File: src/rtl/spi_ctrl_pkg.sv
// Shared types and constants for the SPI command sequencer and its sub-blocks.
package spi_ctrl_pkg;

  localparam int ADDR_W     = 7;
  localparam int DATA_W     = 8;
  localparam int CMD_RD_BIT = 7;

  localparam logic [DATA_W-1:0] ID_BYTE_DEFAULT = 8'hA5;

  typedef enum logic [2:0] {
    S_BOOT,
    S_CMD,
    S_WRITE,
    S_RD_REQ,
    S_RD_LOAD,
    S_READ
  } state_e;

endpackage

File: src/rtl/cs_sync.sv
// Two-flop synchroniser for the raw chip-select pin plus a rising-edge pulse.
// All flops reset high so an idle (high) pin produces no edge at reset release.
module cs_sync (
  input  logic clk_i,
  input  logic rst_ni,
  input  logic cs_n_i,
  output logic rise_o
);

  logic meta_q;
  logic sync_q;
  logic prev_q;

  always_ff @(posedge clk_i or negedge rst_ni) begin
    if (!rst_ni) begin
      meta_q <= 1'b1;
      sync_q <= 1'b1;
      prev_q <= 1'b1;
    end else begin
      meta_q <= cs_n_i;
      sync_q <= meta_q;
      prev_q <= sync_q;
    end
  end

  assign rise_o = sync_q & ~prev_q;

endmodule

File: src/rtl/spi_reg_ctrl.sv
// Decodes chip-select framed SPI byte streams into parameter register writes and
// reads with address auto-increment, and preloads the slave's MISO byte.
module spi_reg_ctrl
  import spi_ctrl_pkg::*;
#(
  parameter logic [DATA_W-1:0] ID_BYTE = ID_BYTE_DEFAULT
) (
  input  logic              i_Clk,
  input  logic              i_Rst_L,
  input  logic              i_RX_DV,
  input  logic [DATA_W-1:0] i_RX_Byte,
  input  logic              i_SPI_CS_n,
  output logic              o_TX_DV,
  output logic [DATA_W-1:0] o_TX_Byte,
  output logic              o_Wr_En,
  output logic              o_Rd_En,
  output logic [ADDR_W-1:0] o_Addr,
  output logic [DATA_W-1:0] o_Wr_Data,
  input  logic [DATA_W-1:0] i_Rd_Data,
  output logic              o_Frame_Done
);

  state_e            state_q;
  logic [ADDR_W-1:0] addr_q;
  logic              tx_dv_q;
  logic [DATA_W-1:0] tx_byte_q;
  logic              wr_en_q;
  logic              rd_en_q;
  logic [ADDR_W-1:0] addr_out_q;
  logic [DATA_W-1:0] wr_data_q;
  logic              frame_done_q;
  logic              cs_rise;
  logic              wr_fire;

  cs_sync u_cs_sync (
    .clk_i  (i_Clk),
    .rst_ni (i_Rst_L),
    .cs_n_i (i_SPI_CS_n),
    .rise_o (cs_rise)
  );

  // A data byte arriving together with the frame end still gets written.
  assign wr_fire = (state_q == S_WRITE) && i_RX_DV;

  always_ff @(posedge i_Clk or negedge i_Rst_L) begin
    if (!i_Rst_L) begin
      state_q      <= S_BOOT;
      addr_q       <= '0;
      tx_dv_q      <= 1'b0;
      tx_byte_q    <= '0;
      wr_en_q      <= 1'b0;
      rd_en_q      <= 1'b0;
      addr_out_q   <= '0;
      wr_data_q    <= '0;
      frame_done_q <= 1'b0;
    end else begin
      tx_dv_q      <= 1'b0;
      wr_en_q      <= 1'b0;
      rd_en_q      <= 1'b0;
      frame_done_q <= 1'b0;

      if (wr_fire) begin
        wr_en_q    <= 1'b1;
        addr_out_q <= addr_q;
        wr_data_q  <= i_RX_Byte;
        addr_q     <= addr_q + ADDR_W'(1);
      end

      if (cs_rise) begin
        frame_done_q <= 1'b1;
        state_q      <= S_BOOT;
      end else begin
        case (state_q)
          S_BOOT: begin
            tx_dv_q   <= 1'b1;
            tx_byte_q <= ID_BYTE;
            state_q   <= S_CMD;
          end
          S_CMD: begin
            if (i_RX_DV) begin
              addr_q  <= i_RX_Byte[ADDR_W-1:0];
              state_q <= i_RX_Byte[CMD_RD_BIT] ? S_RD_REQ : S_WRITE;
            end
          end
          S_WRITE: begin
            state_q <= S_WRITE;
          end
          // Bytes arriving during the request/load pair are ignored.
          S_RD_REQ: begin
            rd_en_q    <= 1'b1;
            addr_out_q <= addr_q;
            state_q    <= S_RD_LOAD;
          end
          S_RD_LOAD: begin
            tx_dv_q   <= 1'b1;
            tx_byte_q <= i_Rd_Data;
            addr_q    <= addr_q + ADDR_W'(1);
            state_q   <= S_READ;
          end
          S_READ: begin
            if (i_RX_DV) begin
              state_q <= S_RD_REQ;
            end
          end
          default: begin
            state_q <= S_BOOT;
          end
        endcase
      end
    end
  end

  assign o_TX_DV      = tx_dv_q;
  assign o_TX_Byte    = tx_byte_q;
  assign o_Wr_En      = wr_en_q;
  assign o_Rd_En      = rd_en_q;
  assign o_Addr       = addr_out_q;
  assign o_Wr_Data    = wr_data_q;
  assign o_Frame_Done = frame_done_q;

endmodule

File: config.mk
export PLATFORM = sky130hd
export DESIGN_NAME = spi_reg_ctrl
export DESIGN_NICKNAME = d
export VERILOG_FILES = /design/src/rtl/spi_ctrl_pkg.sv /design/src/rtl/cs_sync.sv /design/src/rtl/spi_reg_ctrl.sv
export SDC_FILE = /design/constraint.sdc
export NUM_CORES = 1
export LEC_CHECK = 0
export CAP_MARGIN = 20
export CORE_ASPECT_RATIO = 0.8
export CORE_MARGIN = 3
export CORE_UTILIZATION = 44
export CTS_CLUSTER_SIZE = 8
export DETAILED_ROUTE_END_ITERATION = 8
export PLACE_DENSITY = 0.75
export SLEW_MARGIN = 30
export SYNTH_ARGS = -nofsm -noshare
export SYNTH_HDL_FRONTEND = slang
export SYNTH_HIERARCHICAL = 1
export SYNTH_SLANG_ARGS = --single-unit
File: constraint.sdc
create_clock -name i_Clk -period 1.72 [get_ports i_Clk]
set_input_delay 0.172 -clock i_Clk [delete_from_list [all_inputs] [get_ports i_Clk]]
set_output_delay 0.172 -clock i_Clk [all_outputs]
set_load 0.05 [all_outputs]
==> flow_metrics.tcl, run 1 <==
set metrics [dict create \
    slowest_stage "dfstp_2" \
    clockBufferDepth 2 \
    clk_pin_slew_ps 80 \
    avgViaCountPerCell 5.356 \
    worst_pin_slew_ps 510.8 \
    wl_per_cell_um 14.31 \
    start_util_pct 47.74 \
    crit_path_cell_trace "nor2b_4 -> or4b_4 -> buf_4 -> nor3b_1 -> a21oi_1 -> nand3_1" \
    area_growth_pct 38.93 \
    final_antenna_net_count 0 \
    syn_inst 179 \
    routed_wl_um 4264 \
    synthTopCellsByArea "dfrtp_1, mux2_1, nand2_1" \
    synth-main-ff-cell "dfrtp_1" \
    drive_above_1_share_pct 19.34 \
    path_delay_family "simple AND/OR/NAND/NOR gates" \
    ctsRootBufferMaster "clkbuf_8" \
    place.gp.congestion 0.9438 \
    max_slew_margin_pct 65.84 \
    rows 20 \
    ys_types 47 \
    ios 47 \
    ys_seq_area_share_pct 52.90 \
    grt_pass1_wl_um 7224 \
    seqCellArea_mm2 0.001007 \
    endpoint_kind "flop" \
    fin_nets 263 \
    period_share_pct 95.67 \
    layout_common_cells "clkdlybuf4s50_1, dfrtp_1, nand2_1, buf_4, mux2_1" \
    route.detailed.drc 0 \
    yosys.area.top_type "dfrtp_1" \
    synth_seq_cells 40 \
    placed_cells 289 \
    overflow 0 \
    synth_top_area_share_pct 48.75 \
    netlist_area_mm2 0.001899 \
    vias 1596 \
    hold_viol 0 \
    die_h_um 64.77 \
    post_cts_buffers 0 \
    numCtsBuffers 5 \
    syn-num-nets 200 \
    peakVddDrop_v 0.0009466 \
    worst-path-stages 6 \
    worstSetupStartpointType "flop" \
    multiInputGateArea_um2 830.8 \
    rsz0062_at_grt "no" \
    min_period_ps 1646 \
    p_per_area_mw_per_mm2 1823 \
    die_area_mm2 0.005146 \
    portBuffers 46 \
    layoutNonFillerInstCount 298 \
    path_max_fanout 9 \
    hold_path.class "primary input to flop" \
    fin_skew_ps 7.578 \
    hold-path-cell-count 1 \
    mostFrequentLayoutCell "clkdlybuf4s50_1" \
    dp_hpwl_um 3187 \
    drtIter0Drc 158 \
    cp.required_ps 1950 \
    fp.coreArea_mm2 0.003979 \
    ys_warn_count 6 \
    clock_sinks 40 \
    grt_use_total_pct 18.20 \
    synthArstFlopShare_pct 100.0 \
    grt_max_degree 41 \
    setup_viol 0 \
    grt_pass1_vias 1501 \
    antenna_cells 0 \
    power.total_w 0.004812 \
    maxCapViolations 0 \
    arrival_ps 1870 \
    path_class "flop to flop" \
    reg2regPathDepth 6 \
    p_leak_nw 1.170 \
    synth_edf_count 0 \
    fp.dieW_um 79.46 \
    drv_slew 0 \
    cp.buffers_inverters 1 \
    syn_area_per_cell_um2 10.61 \
    n_fill_cell 330 \
    cts_tree "done" \
    status "finished, final reports clean" \
    htreeDepth 2 \
    cp_slowest_stage_delay_ps 550 \
    antenna_found_initial 0 \
    firstDrtPassIters 4 \
    clkLatencyLatePin_ps 290 \
    max_freq_mhz 607.7 \
]
-- final timing paths --
| kind | start | endpoint | slack (ps) |
|---|---|---|---|
| hold / removal | i_SPI_CS_n | u_cs_sync/meta_q | 280 |
| max in group asynchronous | i_Rst_L | state_q[2] | 880 |
| min in group asynchronous | i_Rst_L | o_Addr[4] | 460 |
| hold reg to reg | u_cs_sync/meta_q | u_cs_sync/sync_q | 360 |
| setup / recovery | u_cs_sync/prev_q | addr_q[5] | 70 |
| setup reg to reg | u_cs_sync/prev_q | addr_q[5] | 70 |
-- repair_timing --
item	CTS	global route
hold buffers	1	0
hold endpoints to repair	37	0
setup endpoints to repair	0	13
resized for setup	0	4
-- report_power, final --
part / leakage, nW / total, W / internal (W) / switching, W
registers: 0.487 / 0.00156 / 0.00130 / 0.000267
logic: 0.631 / 0.00261 / 0.00101 / 0.00160
clock network: 0.0510 / 0.000642 / 0.000320 / 0.000322
-- worst reg2reg max path: stages (launching register included) --
cell and delay [ps]:
dfstp_2 550, nor2b_4 70, or4b_4 490, buf_4 160, nor3b_1 170, a21oi_1 70
nand3_1 60
-- synth_stat cells, drive strengths merged (2+ instances only) --
| cell type | count |
|---|---|
| or4b | 2 |
| inv | 5 |
| mux2 | 15 |
| mux2i | 2 |
| nor3 | 3 |
| nor2 | 5 |
| buf | 7 |
| nand2 | 29 |
| dfstp | 3 |
| a21oi | 11 |
| o211ai | 2 |
| clkbuf | 6 |
| or4 | 2 |
| o22ai | 2 |
| dfrtp | 37 |
| xor2 | 2 |
| nor3b | 3 |
| and3 | 2 |
| o311ai | 2 |
| nor2b | 4 |
| o21ai | 7 |
| a41oi | 2 |
| a211oi | 2 |
| nand3 | 8 |
-- per-layer routing --
layer / GRT usage, % / share of wire (%) / up-vias
met1: 26.40 / 48 / 765
met3: 5.417 / 7.0 / 9
met4: 7.725 / 1.5 / 0
li1: - / - / 764
met5: 0 / 0 / -
met2: 25.00 / 44 / 58
-- registers in the layout, summed over array words and instances, names as in the netlist --
| register | flops |
|---|---|
| addr_q | 7 |
| o_Addr | 7 |
| o_Frame_Done | 1 |
| o_Rd_En | 1 |
| o_TX_Byte | 8 |
| o_TX_DV | 1 |
| o_Wr_Data | 8 |
| o_Wr_En | 1 |
| state_q | 3 |
| u_cs_sync/meta_q | 1 |
| u_cs_sync/prev_q | 1 |
| u_cs_sync/sync_q | 1 |
-- stage by stage --
stage	utilization [%]	TNS (ps)	area [um2]	setup WS [ps]	hold WS, ps
after floorplan	-	0	1899	85.23	-123.6
after global placement	63.43	-20.50	2524	-20.50	256.2
after detailed placement	63.43	-40.94	2524	-31.60	259.1
after CTS	66.01	0	2626	43.09	276.3
after global routing	66.32	0	2639	16.20	278.7
final	66.32	0	2639	74.47	277.0
-- final cells by class --
cell class | count | share of cell area, %
clock buffer | 6 | 3.129
clock inverter | 2 | 0.3793
inverter | 5 | 0.7112
multi-input combinational | 121 | 31.48
sequential | 40 | 38.17
tap | 55 | 2.608
timing repair buffer | 69 | 23.52
-- cells by family (layout without fill, tap and decap cells) --
family | count (synthesis) | count (layout) | synth area share [%]
and+or+nand+nor | 62 | 62 | 17.46
DFF | 40 | 40 | 52.90
AOI/OAI and AO/OA | 38 | 38 | 13.77
buffers and inverters | 18 | 82 | 3.886
muxes | 17 | 17 | 9.947
xor gates and xnor gates | 3 | 3 | 1.384
adders and majority gates | 1 | 1 | 0.6587
(Power assumes the default switching activity.)
==> run 2: changes to the inputs <==
--- a/config.mk
+++ b/config.mk
@@ -6,12 +6,11 @@
 export NUM_CORES = 1
 export LEC_CHECK = 0
 export CAP_MARGIN = 20
-export CORE_ASPECT_RATIO = 0.8
-export CORE_MARGIN = 3
-export CORE_UTILIZATION = 44
+export CORE_ASPECT_RATIO = 2
+export CORE_UTILIZATION = 52
 export CTS_CLUSTER_SIZE = 8
 export DETAILED_ROUTE_END_ITERATION = 8
-export PLACE_DENSITY = 0.75
+export PLACE_DENSITY = 0.84
 export SLEW_MARGIN = 30
 export SYNTH_ARGS = -nofsm -noshare
 export SYNTH_HDL_FRONTEND = slang
==> constraint.sdc (replaced) <==
create_clock -name i_Clk -period 2.1 [get_ports i_Clk]
set_input_delay 0.21 -clock i_Clk [delete_from_list [all_inputs] [get_ports i_Clk]]
set_output_delay 0.21 -clock i_Clk [all_outputs]
set_load 0.05 [all_outputs]
==> flow_metrics.tcl, run 2 (synthesis results as in run 1) <==
set metrics [dict create \
    status "finished, final reports clean" \
    post_cts_buffers 0 \
    fin_skew_ps 5.328 \
    r2r_slack_ps 270 \
    final_util_pct 73.01 \
    wl_per_cell_um 15.69 \
    grt_use_total_pct 25.35 \
    reg2regPathDepth 4 \
    final_antenna_net_count 0 \
    drv_slew 0 \
    ios 47 \
    p_leak_nw 1.087 \
    drtIter0Drc 95 \
    max_freq_mhz 546.0 \
    period_share_pct 87.21 \
    hold_path.class "primary input to flop" \
    arrival_ps 2040 \
    cp.buffers_inverters 0 \
    hold-path-cell-count 1 \
    path_delay_family "simple AND/OR/NAND/NOR gates" \
    worst-path-stages 4 \
    grt_pass1_vias 1639 \
    cts_resized 0 \
    path_class "flop to flop" \
    routed_wl_um 4300 \
    finalSetupTns_ps 0 \
    numCtsBuffers 5 \
    dp_slack_ps 335.6 \
    avgViaCountPerCell 5.752 \
    rsz0062_at_grt "no" \
    cp_slowest_stage_delay_ps 690 \
    worstSetupStartpointType "flop" \
    fin_nets 246 \
    max_slew_margin_pct 65.59 \
    clkLatencyLatePin_ps 300 \
    dp_hpwl_um 3155 \
    portBuffers 46 \
    hold_slack_ps 308.3 \
    path_max_fanout 15 \
    grt_pass1_wl_um 7182 \
    layoutNonFillerInstCount 274 \
    p_per_area_mw_per_mm2 1554 \
    clockBufferDepth 2 \
    layout_common_cells "clkdlybuf4s50_1, dfrtp_1, nand2_1, mux2_1, a21oi_1" \
    peakVddDrop_v 0.001228 \
    die_h_um 87.47 \
    route.detailed.drc 0 \
    setup_viol 0 \
    grt_max_degree 41 \
    vias 1576 \
    firstDrtPassIters 4 \
    cp.required_ps 2310 \
    area_growth_pct 32.74 \
    hold_viol 0 \
    clock_sinks 40 \
    drive_above_1_share_pct 9.735 \
    min_period_ps 1831 \
    slowest_stage "or4b_1" \
    maxCapViolations 0 \
    antenna_cells 0 \
    hold_end "u_cs_sync/meta_q" \
    ctsRootBufferMaster "clkbuf_8" \
    die_area_mm2 0.003913 \
    fp.dieW_um 44.74 \
    endpoint_kind "flop" \
    htreeDepth 2 \
    worstSetupStartpoint "state_q[1]" \
    crit_path_cell_trace "or4b_1 -> nor2_1 -> nand2_1 -> o211ai_1" \
    antenna_found_initial 0 \
    overflow 0 \
    start_util_pct 55.00 \
    fp.coreArea_mm2 0.003453 \
    layout_setup_ws_ps 268.6 \
    worstHoldStart "i_SPI_CS_n" \
    mostFrequentLayoutCell "clkdlybuf4s50_1" \
    cts_tree "done" \
    clk_pin_slew_ps 80 \
    worst_pin_slew_ps 514.5 \
    worstReg2RegEnd "addr_q[4]" \
    rows 30 \
    n_fill_cell 259 \
    place.gp.congestion 0.8331 \
    r2r_start "state_q[1]" \
    placed_cells 265 \
]
## run 2: repair_timing
action                                  CTS  global route
endpoints found under the setup margin    0             0
hold buffers                              0             1
hold endpoints to repair                  0            37
## run 2: worst register-to-register path, cell delays in order, from the launching register on
cell and delay (ps):
dfrtp_1 550, or4b_1 690, nor2_1 310, nand2_1 100, o211ai_1 90
## run 2: routing by layer
metal | part of all wire, % | global-route usage, % | up-vias
li1 | - | - | 732
met1 | 35 | 25.92 | 752
met2 | 57 | 45.19 | 75
met3 | 5.7 | 5.809 | 17
met4 | 3.0 | 13.77 | 0
met5 | 0 | 0 | -
## run 2: per-stage QoR
| stage | total power [W] | area (um2) |
|---|---|---|
| floorplan | 0.002652 | 1899 |
| global placement | 0.003246 | 2397 |
| detailed placement | 0.003303 | 2397 |
| CTS | 0.003932 | 2509 |
| global route | 0.004122 | 2521 |
| finish | 0.003917 | 2521 |
## run 2: power by group
part	total [W]	internal, W	switching [W]
combinational	0.00198	0.000729	0.00125
clock	0.000620	0.000351	0.000268
sequential	0.00132	0.00106	0.000261
## run 2: final cells by class
type / count / area, um2 / area share, %
Sequential cell: 40 / 1005 / 39.85
Timing Repair Buffer: 52 / 505.5 / 20.05
Tap cell: 48 / 60.06 / 2.382
Multi-Input combinational cell: 121 / 820.8 / 32.56
Inverter: 5 / 18.77 / 0.7444
Clock buffer: 5 / 68.82 / 2.730
Clock inverter: 3 / 42.54 / 1.687
## run 2: how the worst max path moves through the flow
stage                           end
after detailed placement  addr_q[4]
after floorplan           o_Addr[0]
after global placement    addr_q[4]
after global routing      addr_q[4]
final                     addr_q[4]
after CTS                 addr_q[4]
